<file path="config.mk">
export PLATFORM = sky130hd
export DESIGN_NAME = priority_bit_iterator
export DESIGN_NICKNAME = d
export VERILOG_FILES = /design/src/rtl/priority_bit_iterator.sv
export SDC_FILE = /design/constraint.sdc
export NUM_CORES = 1
export LEC_CHECK = 0
export BUFFER_PORTS_ARGS = -buffer_cell sky130_fd_sc_hd__buf_2
export CORE_MARGIN = 2
export CORE_UTILIZATION = 40
export CTS_BUF_LIST = sky130_fd_sc_hd__clkbuf_2 sky130_fd_sc_hd__clkbuf_4 sky130_fd_sc_hd__clkbuf_8
export DETAILED_ROUTE_END_ITERATION = 6
export PLACE_DENSITY = 0.61
export SYNTH_ARGS = -nofsm -noshare
export SYNTH_HDL_FRONTEND = slang
export SYNTH_SLANG_ARGS = --single-unit
</file>
<file path="constraint.sdc">
create_clock -name clk_i -period 2.7 [get_ports clk_i]
set_input_delay 0.405 -clock clk_i [delete_from_list [all_inputs] [get_ports clk_i]]
set_output_delay 0.405 -clock clk_i [all_outputs]
set_load 0.02 [all_outputs]
</file>
<file path="src/rtl/priority_bit_iterator.sv">
// Splits an accepted DATA_W-bit word into one output beat per set bit (LSB- or MSB-first).
// Optional build macro PRIO_ITER_POPCNT_EN adds popcnt_o and beat_idx_o.
module priority_bit_iterator #(
    parameter int DATA_W = 16,
    localparam int IDX_W = $clog2(DATA_W)
) (
    input  logic              clk_i,
    input  logic              srst_n_i,
    input  logic [DATA_W-1:0] data_i,
    input  logic              msb_first_i,
    input  logic              data_val_i,
    output logic              data_ready_o,
    output logic [IDX_W-1:0]  idx_o,
    output logic [DATA_W-1:0] onehot_o,
    output logic              none_o,
    output logic              last_o,
    output logic              out_val_o,
    input  logic              out_ready_i
`ifdef PRIO_ITER_POPCNT_EN
    ,
    output logic [IDX_W:0]    popcnt_o,
    output logic [IDX_W-1:0]  beat_idx_o
`endif
);

    typedef enum logic {
        ST_IDLE,
        ST_EMIT
    } state_e;

    localparam logic [DATA_W-1:0] ONE = DATA_W'(1);

    state_e              state_q, state_d;
    logic [DATA_W-1:0]   resid_q, resid_d;
    logic                mode_q, mode_d;
    logic                out_val_q, out_val_d;
    logic [IDX_W-1:0]    idx_q, idx_d;
    logic [DATA_W-1:0]   onehot_q, onehot_d;
    logic                none_q, none_d;
    logic                last_q, last_d;

    logic                fire;
    logic                accept;
    logic                load;
    logic [DATA_W-1:0]   src_word;
    logic                src_msb;
    logic [IDX_W-1:0]    sel_idx;
    logic [DATA_W-1:0]   sel_onehot;

`ifdef PRIO_ITER_POPCNT_EN
    logic [IDX_W:0]      popcnt_q, popcnt_d;
    logic [IDX_W-1:0]    beat_idx_q, beat_idx_d;

    function automatic logic [IDX_W:0] count_ones(input logic [DATA_W-1:0] w);
        logic [IDX_W:0] c;
        c = '0;
        for (int i = 0; i < DATA_W; i++) c = c + {{IDX_W{1'b0}}, w[i]};
        return c;
    endfunction
`endif

    // Later matches overwrite earlier ones, so the scan direction picks lowest or highest bit.
    function automatic logic [IDX_W-1:0] pick_bit(input logic [DATA_W-1:0] w, input logic msb);
        logic [IDX_W-1:0] r;
        r = '0;
        for (int i = 0; i < DATA_W; i++) begin
            if (msb) begin
                if (w[i]) r = IDX_W'(i);
            end else begin
                if (w[DATA_W-1-i]) r = IDX_W'(DATA_W - 1 - i);
            end
        end
        return r;
    endfunction

    always_comb begin
        // NOTE: every _d starts as its _q so no path through this block can infer a latch.
        state_d   = state_q;
        resid_d   = resid_q;
        mode_d    = mode_q;
        out_val_d = out_val_q;
        idx_d     = idx_q;
        onehot_d  = onehot_q;
        none_d    = none_q;
        last_d    = last_q;
        src_word  = resid_q;
        src_msb   = mode_q;
        load      = 1'b0;
`ifdef PRIO_ITER_POPCNT_EN
        popcnt_d   = popcnt_q;
        beat_idx_d = beat_idx_q;
`endif

        fire         = out_val_q && out_ready_i;
        data_ready_o = (state_q == ST_IDLE) || (fire && last_q);
        accept       = data_val_i && data_ready_o;

        if (accept) begin
            src_word = data_i;
            src_msb  = msb_first_i;
            load     = 1'b1;
            mode_d   = msb_first_i;
            state_d  = ST_EMIT;
            none_d   = (data_i == '0);
`ifdef PRIO_ITER_POPCNT_EN
            popcnt_d   = count_ones(data_i);
            beat_idx_d = '0;
`endif
        end else if (fire) begin
            if (last_q) begin
                state_d   = ST_IDLE;
                out_val_d = 1'b0;
                idx_d     = '0;
                onehot_d  = '0;
                none_d    = 1'b0;
                last_d    = 1'b0;
`ifdef PRIO_ITER_POPCNT_EN
                popcnt_d   = '0;
                beat_idx_d = '0;
`endif
            end else begin
                load = 1'b1;
`ifdef PRIO_ITER_POPCNT_EN
                beat_idx_d = beat_idx_q + 1'b1;
`endif
            end
        end

        // The beat is precomputed here so the outputs come straight from flops; resid holds only bits not yet shown.
        sel_idx    = pick_bit(src_word, src_msb);
        sel_onehot = (src_word == '0) ? '0 : (ONE << sel_idx);

        if (load) begin
            out_val_d = 1'b1;
            idx_d     = sel_idx;
            onehot_d  = sel_onehot;
            resid_d   = src_word & ~sel_onehot;
            last_d    = ((src_word & ~sel_onehot) == '0);
        end
    end

    // NOTE: state updates use non-blocking assignments so every flop samples pre-edge values.
    always_ff @(posedge clk_i) begin
        if (!srst_n_i) begin
            state_q   <= ST_IDLE;
            resid_q   <= '0;
            mode_q    <= 1'b0;
            out_val_q <= 1'b0;
            idx_q     <= '0;
            onehot_q  <= '0;
            none_q    <= 1'b0;
            last_q    <= 1'b0;
`ifdef PRIO_ITER_POPCNT_EN
            popcnt_q   <= '0;
            beat_idx_q <= '0;
`endif
        end else begin
            state_q   <= state_d;
            resid_q   <= resid_d;
            mode_q    <= mode_d;
            out_val_q <= out_val_d;
            idx_q     <= idx_d;
            onehot_q  <= onehot_d;
            none_q    <= none_d;
            last_q    <= last_d;
`ifdef PRIO_ITER_POPCNT_EN
            popcnt_q   <= popcnt_d;
            beat_idx_q <= beat_idx_d;
`endif
        end
    end

    assign out_val_o = out_val_q;
    assign idx_o     = idx_q;
    assign onehot_o  = onehot_q;
    assign none_o    = none_q;
    assign last_o    = last_q;
`ifdef PRIO_ITER_POPCNT_EN
    assign popcnt_o   = popcnt_q;
    assign beat_idx_o = beat_idx_q;
`endif

endmodule
</file>
; ---- Yosys cells after proc, flatten, opt, wreduce, memory -nomap -nowiden
; Cells that the tools add are included.
[totals]
in_bits = 21
regBits = 41
elab_cells = 97
[op_classes]
n_reduce_logical = 14
bitwise = 3
eq_ne = 1
shifts = 1
muxes = 70
[ops]
columns = cell, n
row1 = $mux 4, 51
row2 = $mux 16, 6
row3 = $logic_not 16->1, 3
row4 = $and 16x16->16, 1
row5 = $not 16->16, 1
row6 = $shl 1x4->16 const A, 1
row7 = $mux 1, 13
row8 = $reduce_bool 2->1, 4
row9 = $reduce_and 2->1, 2
row10 = $logic_and 1x1->1, 3
row11 = $reduce_and 3->1, 1
row12 = $ne 2x1->1 const B, 1
row13 = $logic_or 1x1->1, 1
row14 = $not 1->1, 1

; ---- Logic depth before layout (Yosys ltp)
[depth]
depth_word = 43
depth_mapped = 12
depth_no_buf = 9

; ---- Worst setup path before layout
; Ideal clock, no wire load.
[synth_timing]
path_type = register to register
startpoint = register last_q (netlist: last_o)
endpoint = register last_q (netlist: last_o)
period_less_slack_ns = 2.792
setup_ns = 0.084
t_required_ns = 2.616
path_buffers = 1
setup_slack_ns = -0.092
path_stages_with_launch = 11
t_arrival_ns = 2.707
cell_sequence = dfxtp_1 > nand4_2 > and2_1 > buf_2 > or4_1 > a21oi_1 > a311oi_2 > or4_1 > a222oi_1 > nand4b_1 > o31ai_2
[synth_between]
elab_chain_len = 42
elab_cells_between_ends = 65
cone_classes = eq/ne (1) / shift (1) / mux (54) / bitwise (2) / reduce/logical (7)
[synth_lines]
columns = item, line
row1 = "start, declared", 40  ; logic last_q, last_d;
row2 = "start signal, assigned", 165  ; last_q <= last_d;
row3 = $logic_and 1x1->1, 95  ; data_ready_o = (state_q == ST_IDLE) || (fire && last_q);
row4 = $logic_or 1x1->1, 95
row5 = $logic_and 1x1->1, 96  ; accept = data_val_i && data_ready_o;
row6 = $mux 16, 98  ; if (accept) begin
row7 = $mux 4, 70  ; if (w[DATA_W-1-i]) r = IDX_W'(DATA_W - 1 - i);
row8 = $mux 4, 67  ; if (msb) begin
row9 = $mux 4 (on tied branches), "70, 68"
row10 = $mux 4, 67
row11 = [26 not listed], n/a
row12 = $mux 4 (on tied branches), "70, 68"
row13 = $mux 4, 67
row14 = $shl 1x4->16, 131  ; sel_onehot = (src_word == '0) ? '0 : (ONE << sel_idx);
row15 = $mux 16, 131
row16 = $not 16->16, 138  ; last_d = ((src_word & ~sel_onehot) == '0);
row17 = $and 16x16->16, 138
row18 = $logic_not 16->1, 138
row19 = $mux 1, 133  ; if (load) begin
; Several ways; a longest one is shown, not always the timed one.
; A chain may end at the register's enable or synchronous reset.

; ---- Worst setup path after layout
; Same ends and word-level chain as after synthesis.

==> impl_summary.md <==
Timing
Setup repair after global routing could not meet its margin everywhere. The shortest clock period the worst path allows after layout is 2.84 ns. The timing-limited maximum frequency is 352 MHz.

The worst-case headroom to the max-slew limit is 67.9%. The number of failing hold endpoints at the final stage is 0. Setup violations remaining at the end of the flow were counted as 2. The final number of max-transition violations was 0. Summed over all failing endpoints, the final setup total negative slack is -0.149 ns. The post-route clock period utilization is 105%. Setup slack on the critical path of the routed design comes to -0.142 ns.

Clock skew on the completed layout was measured at 0.00817 ns. The slew at the pin with the worst max-slew slack is 0.476 ns.

Setup path
The setup slack of the worst register-to-register path is -0.14 ns. In this run the critical register-to-register path is captured at last_o. The arrival time reported for the critical path endpoint is 3.05 ns. In this design, the stage delay of the slowest critical-path cell is 0.42 ns. Data on the critical path is required at its endpoint by 2.91 ns. The nature of the critical path endpoint is a flop. The critical-path cell with the highest stage delay is sky130_fd_sc_hd__or4_1. The worst setup path is of the reg2reg kind. The count of cells along the worst register-to-register path is 10. STA classifies the critical path startpoint as a flop. The beginning of the worst register-to-register path is last_o. The top fanout value on the critical path is 7.

Traced cell by cell, the critical path runs through nand4_2 > and2_2 > or4_1 > a21oi_1 > a311oi_4 > buf_4 > o41ai_2 > a21boi_0 > nand4_1 > o31ai_2.

Clock network
The clock tree root driver cell is sky130_fd_sc_hd__clkbuf_8. Clock latency on the worst-skew pair, taken at its later pin, is 0.30 ns. The total number of clock tree sinks is 41. The CTS tree is yes. The clock transition time at the flip-flop clock pins of the worst setup and hold paths is 0.08 ns. In this run, CTS created clock tree buffers numbering 5.

The number of H-tree branching levels is 2. No sink is reached through more buffers than the 2 on the longest clock path.

GRT
The remaining global-route overflow is 0. In the global route stage, overall resource usage came out at 26.6%. The number of global-route vias before repair was 3,439. The number of antenna violations at the first check in global routing was 0. The largest net degree at the start of global routing is 42. The first global-routing pass estimated 17,500 µm of wire.

Floorplanning
The die outline width is 89.7 µm. For this configuration, the core starts out at a cell density of 40.9%. After floorplanning, the core was divided into 31 placement rows. The die covers 0.00805 mm². The core region is 0.00718 mm². The die is 89.7 µm tall. The top-level port count is 45.

Drt
Once detail routing completed, the nets flagged for antenna violations numbered 0. After detailed routing, the number of vias per cell comes to 5.61. For this run, the detailed router's first-pass iteration total came to 5.

The number of DRC violations after detailed routing is 0. After detailed routing, the average wire length per cell comes to 17.3 µm. The routed via count is 3,570. The violation count after the first detailed-routing iteration is 268.

The routed design has 11,000 µm of wire.

Yosys
The most instantiated flip-flop cell in the synthesis netlist is sky130_fd_sc_hd__dfxtp_1. The sequential element share of the synthesized area is 27.9%. Of all cell types, the one taking the most synthesized area is sky130_fd_sc_hd__dfxtp_1. In this run, synthesis produced a sequential element count of 41.

The number of enable flip-flop cells after synthesis is 0. After synthesis, the cell types taking the most area are sky130_fd_sc_hd__dfxtp_1 28%, sky130_fd_sc_hd__nand2_1 5.7%, sky130_fd_sc_hd__nor2b_1 4.7%. The number of standard cells after synthesis is 397. The fraction of registers with async set/reset is 0%. The count of different cell masters after synthesis is 57. A synthesized cell averages 7.40 µm². The cell area that synthesis handed to floorplanning was 0.00294 mm². The warning count from the yosys run is 0. The share of Yosys cell area claimed by the top area cell type is 27.9%. When the netlist entered floorplanning its net count stood at 418.

Placed design
The HPWL reported at the end of detailed placement is 8390 µm. Timing analysis after detailed placement gives a worst setup slack of -0.341 ns. In this run, placement finished with an instance count of 624.

The placed instance area is 0.00401 mm². The congestion estimate from routability-driven global placement came to 0.938. Buffers placed on the I/O ports in this run total 44.

Cells and area
The summed area of non-filler cells in the final layout is 0.00431 mm². The library cell used most frequently in the layout, excluding fill and tap cells, is sky130_fd_sc_hd__buf_4. At the end of the flow, the number of nets in the layout was 557. The final antenna diode count is 0. In the layout the commonest cells are 115 x sky130_fd_sc_hd__buf_4, 45 x sky130_fd_sc_hd__buf_2, 44 x sky130_fd_sc_hd__nand2_1. The fraction of final layout cells with drive strength greater than 1 is 38.5%. Compared with the post-synthesis result, the final layout area differs by 46.6%. The area of the multi-input gates is 0.00210 mm². Summing all flip-flop and latch instances after layout gives 826 µm². The finished layout holds 636 standard cells, fillers aside. The total of fill cells in the finished design is 679. The fraction of the core area covered by cells at the end of the flow is 60.0%.

Worst hold path
The worst hold path terminates at state_q. The cell count of the worst hold path is 3. The startpoint identified for the worst hold timing path is data_val_i.

The path type of the worst min-delay path is in2reg.

Outcome
The flow ran to the end, but the final reports show violations. The checks that failed: negative setup slack.

Pwr
Dividing total power by cell area gives a power density of 502 mW/mm². For this design the static power due to leakage is 1.82 nW. Across the VDD grid, the largest voltage drop is 325 µV.

Run
The max-capacitance violation count is 0.
-- Yosys cell counts (5+ instances only) --
cell type / count
sky130_fd_sc_hd__nand2_1: 45
sky130_fd_sc_hd__dfxtp_1: 41
sky130_fd_sc_hd__nor2_1: 35
sky130_fd_sc_hd__clkbuf_1: 23
sky130_fd_sc_hd__a21oi_1: 22
sky130_fd_sc_hd__nor2b_1: 22
sky130_fd_sc_hd__a21boi_0: 18
sky130_fd_sc_hd__nor3_1: 18
sky130_fd_sc_hd__a22oi_1: 16
sky130_fd_sc_hd__nand3_1: 14
sky130_fd_sc_hd__o21ai_0: 12
sky130_fd_sc_hd__inv_1: 11
sky130_fd_sc_hd__nor4_1: 10
sky130_fd_sc_hd__mux2i_1: 8
sky130_fd_sc_hd__a31oi_1: 7
sky130_fd_sc_hd__nand2b_1: 7
sky130_fd_sc_hd__and2_1: 5
sky130_fd_sc_hd__nand4_1: 5
sky130_fd_sc_hd__or4_1: 5
-- stage by stage --
| step | total power [mW] | hold slack, ns |
|---|---|---|
| after floorplan | 1.13 | 0.471 |
| after global placement | 1.54 | 0.450 |
| after detailed placement | 1.55 | 0.458 |
| after CTS | 2.07 | 0.386 |
| after global routing | 2.28 | 0.423 |
| final | 2.16 | 0.392 |
-- worst max-delay path: cells and delay by family (launching register included) --
kind                   cells  cell delay, ns
AND/OR/NAND/NOR            4            0.92
buffers and inverters      1            0.22
flip-flops                 1            0.38
AO/OA/AOI/OAI              5            1.23
-- flip-flops by register name, summed over array words and instances, names as in the netlist --
| signal | cells |
|---|---|
| idx_o | 4 |
| last_o | 1 |
| mode_q | 1 |
| none_o | 1 |
| onehot_o | 16 |
| out_val_o | 1 |
| resid_q | 16 |
| state_q | 1 |
-- cell type report --
class	count	share of cell area [%]
multi-input combinational	316	48.8
timing repair buffer	161	25.5
sequential	41	19.2
tap	99	2.88
clock buffer	6	1.77
inverter	11	0.959
clock inverter	2	0.901
-- report_power, final --
group	switching, mW	total, mW	internal [mW]
Combinational	0.523	0.980	0.457
Sequential	0.0316	0.671	0.639
Clock	0.224	0.512	0.288
-- worst max path at each step --
stage	endpoint	startpoint	cells after the start
2_1_floorplan	last_o	data_i[6]	11
3_3_place_gp	last_o	msb_first_i	11
3_5_place_dp	last_o	msb_first_i	10
4_1_cts	last_o	resid_q[15]	10
5_1_grt	last_o	resid_q[15]	9
6_report	last_o	last_o	10
-- cells by family after synthesis --
logic type / count (synthesis) / synth area share [%]
DFF: 41 / 27.9
buffers and inverters: 40 / 5.66
muxes: 11 / 3.88
AOI/OAI and AO/OA: 117 / 29.3
and+or+nand+nor: 188 / 33.3
-- layer usage --
metal  GRT usage [%]  wire length (µm)
met1            36.1              5080
met2            43.3              5100
met3            5.03               593
met4            7.69               210
met5               0                 0
-- repair_timing --
action                     in CTS  in global routing
setup endpoints to repair       6                 25
pin swaps                       0                 10
buffers inserted                0                  5
gates cloned                    0                  1
gates resized for setup         2                 31
hold buffers                    0                  0
Power figures use the tool's default switching activity.
